**config.mk**
```make
export PLATFORM = sky130hd
export DESIGN_NAME = timer_counter_flat
export DESIGN_NICKNAME = d
export VERILOG_FILES = /design/src/rtl/timer_counter_if.sv /design/src/rtl/timer_counter.sv /design/src/flat_wrapper.sv
export SDC_FILE = /design/constraint.sdc
export NUM_CORES = 1
export LEC_CHECK = 0
export ABC_AREA = 0
export BUFFER_PORTS_ARGS = -buffer_cell sky130_fd_sc_hd__buf_2
export CAP_MARGIN = 20
export CORE_MARGIN = 4
export CORE_UTILIZATION = 46
export DETAILED_ROUTE_END_ITERATION = 8
export PLACE_DENSITY = 0.8
export RECOVER_POWER = 100
export SYNTH_ARGS = -nofsm -noshare
export SYNTH_HDL_FRONTEND = slang
export SYNTH_SLANG_ARGS = --single-unit
```
**constraint.sdc**
```tcl
create_clock -name clk -period 2.5 [get_ports clk]
set_clock_uncertainty 0.1 [all_clocks]
set_input_delay 0.125 -clock clk [delete_from_list [all_inputs] [get_ports clk]]
set_output_delay 0.125 -clock clk [all_outputs]
set_load 0.005 [all_outputs]
```
**src/rtl/timer_counter_if.sv**
```systemverilog
// rtl/timer_counter_if.sv - bridge bus bundle between data-memory stage and the timer
//
// Purpose: groups the word-select, write strobe, write data, read data and
// interrupt line of one timer window.
// Signals:
//   Addr  word select (bus address bits [3:2])
//   WE    write strobe, one cycle per store
//   Din   write data
//   Dout  read data, combinational from Addr
//   IRQ   interrupt request toward CP0
// Modports: master = bus bridge side, slave = timer side.

interface timer_counter_if;
  logic [1:0]  Addr;
  logic        WE;
  logic [31:0] Din;
  logic [31:0] Dout;
  logic        IRQ;

  modport master (
    output Addr,
    output WE,
    output Din,
    input  Dout,
    input  IRQ
  );

  modport slave (
    input  Addr,
    input  WE,
    input  Din,
    output Dout,
    output IRQ
  );
endinterface

```
**src/rtl/timer_counter.sv**
```systemverilog
// rtl/timer_counter.sv - memory-mapped down-counting timer with interrupt
//
// Purpose: down-counter reloaded from PRESET, one-shot or auto-reload, raising
// an interrupt flag when the count expires.
// Ports:
//   clk    system clock, all state updates on the rising edge
//   reset  synchronous active-high reset
//   bus    timer_counter_if.slave (Addr, WE, Din in; Dout, IRQ out)
// Register map (Addr): 0 CTRL {IM, MODE[1:0], EN}, 1 PRESET, 2 COUNT (RO),
// 3 reserved (reads 0, writes dropped).

module timer_counter #(
  parameter int CNT_W = 32
) (
  input  logic            clk,
  input  logic            reset,
  timer_counter_if.slave  bus
);

  typedef enum logic [1:0] {
    S_IDLE = 2'd0,
    S_LOAD = 2'd1,
    S_CNT  = 2'd2,
    S_INT  = 2'd3
  } state_t;

  localparam logic [CNT_W-1:0] ONE = CNT_W'(1);

  state_t           state;
  logic [3:0]       ctrl;
  logic [CNT_W-1:0] preset;
  logic [CNT_W-1:0] count;
  logic             irq_flag;

  logic ctrl_wr;
  logic preset_wr;

  assign ctrl_wr   = bus.WE && (bus.Addr == 2'd0);
  assign preset_wr = bus.WE && (bus.Addr == 2'd1);

  // Host writes are applied first; the FSM assignments that follow override
  // them where the FSM must win (irq_flag set beats a clearing write). The
  // one case where the host must win (EN clear in INT) is guarded explicitly.
  always_ff @(posedge clk) begin
    if (reset) begin
      state    <= S_IDLE;
      ctrl     <= 4'd0;
      preset   <= '0;
      count    <= '0;
      irq_flag <= 1'b0;
    end else begin
      if (ctrl_wr) begin
        ctrl <= bus.Din[3:0];
      end
      if (preset_wr) begin
        preset <= bus.Din[CNT_W-1:0];
      end
      if (ctrl_wr || preset_wr) begin
        irq_flag <= 1'b0;
      end

      case (state)
        S_IDLE: begin
          if (ctrl[0]) begin
            state <= S_LOAD;
          end
        end
        S_LOAD: begin
          // EN dropped while heading into LOAD (e.g. from INT): give up the reload.
          if (ctrl[0]) begin
            count <= preset;
            state <= S_CNT;
          end else begin
            state <= S_IDLE;
          end
        end
        S_CNT: begin
          if (!ctrl[0]) begin
            state <= S_IDLE;
          end else if (count > ONE) begin
            count <= count - ONE;
          end else begin
            // Covers both 1->0 and a zero preset; never decrements below 0.
            count    <= '0;
            irq_flag <= 1'b1;
            state    <= S_INT;
          end
        end
        S_INT: begin
          if (ctrl[2:1] == 2'b01) begin
            irq_flag <= 1'b0;
            state    <= S_LOAD;
          end else begin
            if (!ctrl_wr) begin
              ctrl[0] <= 1'b0;
            end
            state <= S_IDLE;
          end
        end
        default: begin
          state <= S_IDLE;
        end
      endcase
    end
  end

  always_comb begin
    bus.Dout = 32'd0;
    case (bus.Addr)
      2'd0:    bus.Dout = {28'd0, ctrl};
      2'd1:    bus.Dout = 32'(preset);
      2'd2:    bus.Dout = 32'(count);
      default: bus.Dout = 32'd0;
    endcase
  end

  assign bus.IRQ = irq_flag & ctrl[3];

endmodule
```
**src/flat_wrapper.sv**
```systemverilog
// flat-port wrapper written by rule: the top's interface ports become plain ports
module timer_counter_flat 
#(
  parameter int CNT_W = 32
)
  (clk, reset, bus_Addr, bus_WE, bus_Din, bus_Dout, bus_IRQ);
  timer_counter_if bus_i ();
  input  logic clk;
  input  logic reset;
  input wire logic [$bits(bus_i.Addr)-1:0] bus_Addr;
  input wire logic [$bits(bus_i.WE)-1:0] bus_WE;
  input wire logic [$bits(bus_i.Din)-1:0] bus_Din;
  output wire logic [$bits(bus_i.Dout)-1:0] bus_Dout;
  output wire logic [$bits(bus_i.IRQ)-1:0] bus_IRQ;
  assign bus_i.Addr = bus_Addr;
  assign bus_i.WE = bus_WE;
  assign bus_i.Din = bus_Din;
  assign bus_Dout = bus_i.Dout;
  assign bus_IRQ = bus_i.IRQ;
  timer_counter #(.CNT_W(CNT_W)) u_core (.clk(clk), .reset(reset), .bus(bus_i));
endmodule
```
==> summary.txt <==
Global routing
  • GRT Overall Usage: 0.246
  • Vias in the first global route: 4,583
  • Largest net degree at the start of global routing: 48
  • Antenna violations before repair: 0
  • First-pass GRT wire length: 22,300 um
  • GRT overflow: 0

Timing
  • Fmax: 0.375 GHz
  • Worst Tran Pin Value: 741 ps
  • Max_slew headroom: 0.506
  • Final setup fails: 25
  • Worst hold slack: 92.5 ps
  • Unrepaired setup endpoints after global routing: true
  • Hold Vio Cnt, Final: 0
  • Final Cycle Share: 1.07
  • Setup ws final: -166 ps
  • Final Max Tran Viols: 0
  • Clock period minus worst slack: 2670 ps

Power and ir drop
  • Switching power: 0.00111 W
  • Switching Share: 0.344
  • Peak supply drop: 0.376 mV
  • Clock share of power: 0.294
  • Leakage Power: 2.22 nW
  • PD cells: 579 mW/mm^2
  • Int Pwr: 0.00211 W
  • Reg power frac: 0.372
  • Comb pwr share: 0.335

Min path
  • Hold Crit Class: input port to register

Synthesis
  • Yosys reg bits: 71
  • YS warnings: 0
  • Asr flop ratio synth: 0
  • Ys flop type: dfxtp_1
  • Post-synth EDFFs: 0
  • Syn Nets: 603
  • Seq/Total Area, Yosys: 0.337
  • Syn Inst Count: 559
  • Average size of a mapped cell: 7.54 um^2
  • Synth Cell Area: 0.00422 mm^2
  • Post-synth cell types: 56

Setup path
  • Required time of the critical path: 2620 ps
  • FF-to-FF Start: u_core.count[21]
  • Kind of critical path: register to register
  • Worst Setup EP: u_core.count[4]
  • Crit Path Max Fanout: 8
  • Setup crit start: u_core.count[21]
  • Critical path launch point type: register
  • R2R Path End: u_core.count[4]
  • R2R Setup Slk: -170 ps
  • CP endpoint kind: register
  • FF-to-FF path depth: 6
  • Critical Path AT: 2790 ps

Floorplan
  • Die height: 104 um
  • Die ar.: 0.0108 mm^2
  • Starting Density: 0.479
  • Boundary pin count: 70
  • Core Box Area: 0.00881 mm^2
  • Row count: 34
  • Die width: 104 um

Status
  • Status: complete, but fails checks
  • Failing checks: negative setup slack

Drt
  • Pre-antenna DRT Iters: 5
  • Vias: 4,783
  • Wirelength per Cell: 17.4 um
  • DR vias/cell: 6.06
  • ANT nets after route: 0
  • Post-Route WL: 13,800 um
  • Drt drc: 0
  • Initial DRC count: 362

Final layout
  • Fraction of layout cells with a size suffix above 1: 0.229
  • Nets@finish: 720
  • Fill count: 755
  • Fin area: 0.00556 mm^2
  • Syn-to-layout area delta: 32.0%
  • N_diodes: 0

CTS
  • Max H-tree Level: 3
  • Worst-Skew Late Latency: 350 ps
  • Number of CTS-inserted buffers: 9
  • CTS max path bufs: 2
  • Clock-pin slew on the worst setup and hold paths: 80 ps
  • Clk sinks: 71
  • Clock root buffer: clkbuf_8
  • TritonCTS clock tree: built

Placed design
  • Area post-placement: 0.00491 mm^2
  • IO buf count: 69
  • Hpwl dp: 8970 um
  • Final RePlAce weighted congestion: 0.913

Run
  • Max cap viols: 0
kinds of logic after synthesis:
group,Yosys count,synth area share
buffers and inverters,70,0.0647
adders and majority gates,7,0.0208
and+or+nand+nor,238,0.284
AOI/OAI and AO/OA,164,0.270
DFF,71,0.337
muxes,9,0.0226
what timing repair did:
action	CTS	global route
endpoints found under the hold margin	36	0
pin swaps	1	12
endpoints found under the setup margin	15	26
cloned	3	1
hold buffers	32	0
gates resized for setup	8	17
setup buffers	1	2
area by class of cell:
class,instances,area [um^2],share of cell area
Tap cell,108,135,0.0243
Sequential cell,71,1430,0.256
Timing Repair Buffer,155,1090,0.196
Multi-Input combinational cell,419,2640,0.474
Clock buffer,10,138,0.0247
Clock inverter,6,60.1,0.0108
Inverter,20,75.1,0.0135
synthesized netlist by cell type (3+ instances only):
library cell   n  area, um^2
nand2_1       98         368
dfxtp_1       71        1420
a21oi_1       44         220
clkbuf_1      43         161
nor2_1        30         113
a22o_1        28         245
a31oi_1       28         175
nand3_1       21         105
inv_1         20        75.1
nor4_1        14        87.6
nand4_1       13        81.3
o211ai_1      11        82.6
nor2b_1       10        62.6
o21ai_0       10        50.1
o32ai_1       10        87.6
nor3_1         9        45.0
mux2i_1        8        80.1
ha_1           7        87.6
a22oi_1        6        45.0
or3_1          6        37.5
or4_1          6        45.0
nand3b_1       5        37.5
or2_2          5        31.3
buf_1          4        15.0
a32oi_1        3        26.3
and2_1         3        18.8
and3_1         3        18.8
nand2b_1       3        18.8
o21a_1         3        22.5
o221ai_1       3        26.3
or4_4          3        33.8
stage by stage:
step / cells / util / setup TNS (ps) / power [W] / worst slack, ps
after floorplan: 559 / - / -180 / 0.00178 / -62.4
after global placement: 734 / 0.558 / -117 / 0.00206 / -39.0
after detailed placement: 734 / 0.558 / -419 / 0.00207 / -75.5
after CTS: 786 / 0.624 / -394 / 0.00313 / -59.2
after global routing: 789 / 0.632 / -3790 / 0.00337 / -164
final: 789 / 0.632 / -1350 / 0.00322 / -166
layout by cell type (no fill, tap or decap), drive strengths merged, types with 11 or more instances in the layout:
cell type,synthesis,routed
dfxtp,71,71
o211ai,11,11
a31oi,28,28
nand2,98,98
dlygate4sd3,0,32
a22o,28,28
nand3,21,21
a21oi,44,44
inv,20,20
nor4,15,15
nor2,30,30
nand4,13,13
buf,7,99
clkbuf,43,34
metal layers:
| layer | part of all wire | vias up | routed length [um] | track usage |
|---|---|---|---|---|
| met5 | 0 | - | 0 | 0 |
| met4 | 0.015 | 0 | 201 | 0.0779 |
| met3 | 0.072 | 21 | 991 | 0.0460 |
| met2 | 0.49 | 219 | 6700 | 0.414 |
| met1 | 0.43 | 2232 | 5860 | 0.320 |
| li1 | - | 2311 | - | - |
sequential cells by signal (all words and copies together) (netlist names):
name,cells
u_core.state,2
u_core.ctrl,4
u_core.count,32
u_core.preset,32
u_core.irq_flag,1
worst min path at each step:
| stage | cells past startpoint | to | slack, ps | startpoint |
|---|---|---|---|---|
| floorplan | 2 | u_core.preset[10] | 160 | bus_Din[10] |
| global placement | 3 | u_core.preset[5] | 260 | bus_Din[5] |
| detailed placement | 3 | u_core.preset[13] | 270 | bus_Din[13] |
| CTS | 4 | u_core.irq_flag | 100 | bus_WE |
| global route | 4 | u_core.irq_flag | 140 | bus_WE |
| finish | 4 | u_core.irq_flag | 90 | bus_WE |
worst max-delay path, cell delays in order (launching register included):
cell and delay (ps):
dfxtp_2 330, or4_4 520, or3_4 390, or4_4 660, buf_6 180, a31oi_1 210, o32ai_1 140
power groups by stage:
stage          clock, W  combinational, W  sequential, W
2_1_floorplan         0          0.000570        0.00121
3_3_place_gp          0          0.000837        0.00122
3_5_place_dp          0          0.000847        0.00122
4_1_cts        0.000965          0.000965        0.00119
5_1_grt         0.00101           0.00116        0.00120
6_report       0.000946           0.00108        0.00120
(Power assumes the default switching activity.)
